<file path="src/rtl/register_file_pkg.sv">
// register_file_pkg: shared widths and constants for the register file
package register_file_pkg;
  localparam int DEF_DATA_W = 32;
  localparam int DEF_ADDR_W = 5;
  localparam int REG_ZERO = 0;
endpackage

</file>
<file path="src/rtl/rf_read_port.sv">
// rf_read_port: combinational read mux with register 0 forced to zero
module rf_read_port
  import register_file_pkg::*;
#(
  parameter int DATA_W = DEF_DATA_W,
  parameter int ADDR_W = DEF_ADDR_W
) (
  input  logic [ADDR_W-1:0]                 addr,
  input  logic [2**ADDR_W-1:0][DATA_W-1:0]  regs,
  output logic [DATA_W-1:0]                 data
);
  // zero register reads as constant zero whatever the array holds
  always_comb data = (addr == ADDR_W'(REG_ZERO)) ? '0 : regs[addr];
endmodule

</file>
<file path="src/rtl/register_file.sv">
// register_file: 32x32 register file, two async read ports, one sync write port
module register_file
  import register_file_pkg::*;
#(
  parameter int DATA_W = DEF_DATA_W,
  parameter int ADDR_W = DEF_ADDR_W
) (
  input  logic              clk,
  input  logic              rst_n,
  input  logic [ADDR_W-1:0] Read1,
  input  logic [ADDR_W-1:0] Read2,
  input  logic [ADDR_W-1:0] WriteReg,
  input  logic [1:0]        RegWrite,
  input  logic [DATA_W-1:0] WriteData,
  output logic [DATA_W-1:0] Data1,
  output logic [DATA_W-1:0] Data2
);
  logic [2**ADDR_W-1:0][DATA_W-1:0] regs;
  // storage: async clear, full-word write; register 0 is never written so it stays zero
  always_ff @(posedge clk or negedge rst_n)
    if (!rst_n) regs <= '0;
    else if ((|RegWrite) && WriteReg != ADDR_W'(REG_ZERO)) regs[WriteReg] <= WriteData;
  rf_read_port #(.DATA_W(DATA_W), .ADDR_W(ADDR_W)) u_rd1 (.addr(Read1), .regs(regs), .data(Data1));
  rf_read_port #(.DATA_W(DATA_W), .ADDR_W(ADDR_W)) u_rd2 (.addr(Read2), .regs(regs), .data(Data2));
endmodule

</file>
<file path="config.mk">
export PLATFORM = sky130hd
export DESIGN_NAME = register_file
export DESIGN_NICKNAME = d
export VERILOG_FILES = /design/src/rtl/register_file_pkg.sv /design/src/rtl/rf_read_port.sv /design/src/rtl/register_file.sv
export SDC_FILE = /design/constraint.sdc
export NUM_CORES = 2
export LEC_CHECK = 0
export CAP_MARGIN = 20
export CORE_MARGIN = 5
export CORE_UTILIZATION = 50
export CTS_BUF_LIST = sky130_fd_sc_hd__clkbuf_16
export CTS_CLUSTER_DIAMETER = 40
export CTS_CLUSTER_SIZE = 25
export DETAILED_ROUTE_END_ITERATION = 8
export GPL_TIMING_DRIVEN = 1
export PLACE_DENSITY = 0.66
export SYNTH_ARGS = -nofsm -noshare
export SYNTH_HDL_FRONTEND = slang
export SYNTH_SLANG_ARGS = --single-unit
</file>
<file path="constraint.sdc">
create_clock -name clk -period 3.35 [get_ports clk]
set_input_delay 0.8375 -clock clk [delete_from_list [all_inputs] [get_ports clk]]
set_output_delay 0.8375 -clock clk [all_outputs]
set_load 0.05 [all_outputs]
</file>
==> insert_results.sql <==
INSERT INTO impl_metrics (metric_group, metric, value, unit) VALUES
('run_status', 'outcome', 'complete, but fails checks', ''),
('run_status', 'failed_checks', 'setup timing', ''),
('critical_path', 'worst-path-max-fanout', '7', ''),
('cells_and_area', 'n_fill_cell', '7286', ''),
('critical_path', 'cp_slowest_cell', 'sky130_fd_sc_hd__mux4_2', ''),
('grt', 'global_route.peak_usage_layer', 'met2', ''),
('critical_path', 'cp-end-kind', 'primary output', ''),
('route', 'dr.pass1.iters', '5', ''),
('power_and_ir_drop', 'total_leakage_power', '29.6', 'nW'),
('power_and_ir_drop', 'vdd_ir_drop_max', '0.000645', 'V'),
('critical_path', 'critPathMaxStageDelay', '0.49', 'ns'),
('die', 'die_area', '115000', 'µm²'),
('sta', 'timing.final.max_slew_violations', '0', ''),
('sta', 'final-hold-violation-count', '0', ''),
('route', 'antenna_left', '0', ''),
('critical_path', 'required_worst_endpoint', '2.51', 'ns'),
('clock_network', 'clock-root-buffer', 'sky130_fd_sc_hd__clkbuf_16', ''),
('grt', 'overflow', '0', ''),
('cells_and_area', 'largest_registers', 'regs (1024)', ''),
('logic_synthesis', 'synth_seq_area_share', '47.1', '%'),
('grt', 'grt_first_pass_wirelength', '289', 'mm'),
('die', 'num_rows', '121', ''),
('cells_and_area', 'largest_register_ff_count', '1024', ''),
('logic_synthesis', 'yosys_register_bits', '1024', ''),
('grt', 'grt_pass1_vias', '40700', ''),
('placed_design', 'numPortBuffers', '114', ''),
('critical_path', 'critical_path.cell_chain', 'buf_16, buf_12, buf_8, mux4_2, nor2b_4, a211oi_4, buf_4, a311oi_4, buf_12', ''),
('die', 'die_width', '340', 'µm'),
('grt', 'globalRouteMet1Util', '45.2', '%'),
('logic_synthesis', 'synthDistinctLibCells', '37', ''),
('placed_design', 'place_inst', '5117', ''),
('critical_path', 'r2r_cells', '1', ''),
('route', 'drt_drc_violations_left', '0', ''),
('die', 'die_height', '340', 'µm'),
('logic_synthesis', 'mappedNetlistNets', '3635', ''),
('grt', 'antenna_found_initial', '14', ''),
('logic_synthesis', 'netlist_top_cells_count', 'sky130_fd_sc_hd__dfrtp_1 (1024), sky130_fd_sc_hd__mux2_2 (996), sky130_fd_sc_hd__mux4_2 (448)', ''),
('power_and_ir_drop', 'power_density_cells', '642', 'nW/µm²'),
('worst_hold_path', 'hp-class', 'in2async', ''),
('route', 'via_count', '38200', ''),
('sta', 'fin_ws', '-0.174', 'ns'),
('critical_path', 'critical_path_arrival', '2.69', 'ns'),
('sta', 'layout_min_cycle_time', '3.52', 'ns'),
('placed_design', 'dp_slack', '-0.570', 'ns'),
('route', 'detail_route.wirelength', '199', 'mm'),
('critical_path', 'cpMostUsedCell', 'sky130_fd_sc_hd__buf_12', ''),
('logic_synthesis', 'ffs_w_async_s_r_synth', '100', '%'),
('sta', 'setup_viol', '63', ''),
('logic_synthesis', 'synth.top_cell.area_share', '47.1', '%'),
('clock_network', 'cts_hold_buffers', '0', ''),
('route', 'detailedRoute.firstIterationViolations', '3843', ''),
('clock_network', 'cts.sinks', '1024', ''),
('cells_and_area', 'instances_no_fill', '5489', ''),
('sta', 'remaining_max_slew_budget_at_the_tightest_pin', '22.4', '%'),
('cells_and_area', 'area_delta_synth_final', '30.2', '%'),
('clock_network', 'cts.clk_slew.worst_paths', '0.06', 'ns'),
('power_and_ir_drop', 'fin_total_pwr', '45.4', 'mW'),
('sta', 'holdWs', '0.0436', 'ns'),
('placed_design', 'place_hpwl', '118', 'mm'),
('logic_synthesis', 'synth_edf_count', '0', ''),
('die', 'core_area', '108000', 'µm²'),
('logic_synthesis', 'yosys.cell_count.top_type', 'sky130_fd_sc_hd__dfrtp_1', ''),
('cells_and_area', 'largest_register', 'regs', ''),
('die', 'starting_density_of_the_core', '50.1', '%'),
('logic_synthesis', 'synthDominantAreaCellType', 'sky130_fd_sc_hd__dfrtp_1', ''),
('grt', 'maximum_number_of_pins_on_one_net_before_global_route_repair', '112', ''),
('sta', 'finalCritPeriodShare', '105', '%'),
('clock_network', 'cts-buffers-inserted', '150', ''),
('cells_and_area', 'nNetsFinal', '3994', ''),
('clock_network', 'cts_htree_levels', '4', ''),
('grt', 'grtUsageMet2', '52.4', '%');
-- where the power goes --
group / switching, mW / leakage [nW] / internal (mW)
Sequential: 2.37 / 12.8 / 15.2
Combinational: 4.65 / 14.2 / 6.55
Clock: 6.56 / 2.62 / 10.1
Total: 13.6 / 29.6 / 31.9
-- cell type report --
| type | instances | area [µm²] | share of cell area (%) |
|---|---|---|---|
| clock buffers | 152 | 3800 | 5.37 |
| clock inverters | 126 | 1500 | 2.12 |
| multi-input cells | 2132 | 29100 | 41.2 |
| well taps | 1414 | 1770 | 2.50 |
| diodes | 6 | 15.0 | 0.0212 |
| inverters | 2 | 17.5 | 0.0247 |
| flip-flops and latches | 1024 | 25600 | 36.2 |
| repair buffers | 633 | 8920 | 12.6 |
-- logic make-up after synthesis --
logic type	count (synthesis)	share of synthesized area, %
flops	1024	47.1
buf+inv	428	3.74
mux	1664	43.3
simple gates	128	1.19
compound gates	340	4.62
-- metal layers --
layer	up-vias	share of wire, %
met3	727	10
met2	2281	46
met1	20400	38
met4	10	6.0
li1	14800	-
met5	-	0.029
-- critical path: cells and delay by family --
kind / cells / cell delay (ns)
simple gates: 1 / 0.15
buf+inv: 5 / 0.85
compound gates: 2 / 0.33
mux: 1 / 0.49
-- final timing paths --
path                                         endpoint                  start  slack, ns
worst min register to register   regs[19]$_DFFE_PN0P_   regs[19]$_DFFE_PN0P_       0.39
min in group clk                 regs[19]$_DFFE_PN0P_   regs[19]$_DFFE_PN0P_       0.39
worst max-delay path                        Data1[24]               Read1[0]      -0.17
max in group asynchronous       regs[163]$_DFFE_PN0P_                  rst_n       2.15
worst max register to register  regs[111]$_DFFE_PN0P_  regs[111]$_DFFE_PN0P_       2.51
worst min-delay path            regs[150]$_DFFE_PN0P_                  rst_n       0.04
-- cell usage in the layout (no fill, tap or decap), types with 22 or more instances in the layout --
| master | Yosys | routed |
|---|---|---|
| sky130_fd_sc_hd__a211oi_2 | 0 | 22 |
| sky130_fd_sc_hd__a221o_1 | 32 | 32 |
| sky130_fd_sc_hd__a221oi_1 | 49 | 27 |
| sky130_fd_sc_hd__a22oi_2 | 0 | 43 |
| sky130_fd_sc_hd__a311oi_4 | 0 | 32 |
| sky130_fd_sc_hd__a31oi_4 | 0 | 32 |
| sky130_fd_sc_hd__buf_12 | 3 | 208 |
| sky130_fd_sc_hd__buf_16 | 0 | 47 |
| sky130_fd_sc_hd__buf_4 | 30 | 269 |
| sky130_fd_sc_hd__buf_6 | 8 | 44 |
| sky130_fd_sc_hd__clkbuf_16 | 0 | 158 |
| sky130_fd_sc_hd__clkdlybuf4s50_1 | 0 | 39 |
| sky130_fd_sc_hd__dfrtp_1 | 1024 | 1024 |
| sky130_fd_sc_hd__mux2_1 | 28 | 28 |
| sky130_fd_sc_hd__mux2_2 | 996 | 986 |
| sky130_fd_sc_hd__mux2i_1 | 192 | 176 |
| sky130_fd_sc_hd__mux4_2 | 448 | 448 |
| sky130_fd_sc_hd__nand2_1 | 41 | 36 |
| sky130_fd_sc_hd__nor2_4 | 0 | 22 |
| sky130_fd_sc_hd__nor2b_1 | 41 | 24 |
| sky130_fd_sc_hd__o21ai_1 | 26 | 26 |
| sky130_fd_sc_hd__o21ai_2 | 0 | 44 |
-- timing repair --
| item | 4_1_cts | 5_1_grt |
|---|---|---|
| cloned | 32 | 6 |
| setup buffers | 45 | 28 |
| resized for setup | 324 | 101 |
| endpoints found under the setup margin | 64 | 64 |
| pin swaps | 85 | 50 |
No activity file was read; power rests on OpenSTA's default activity.
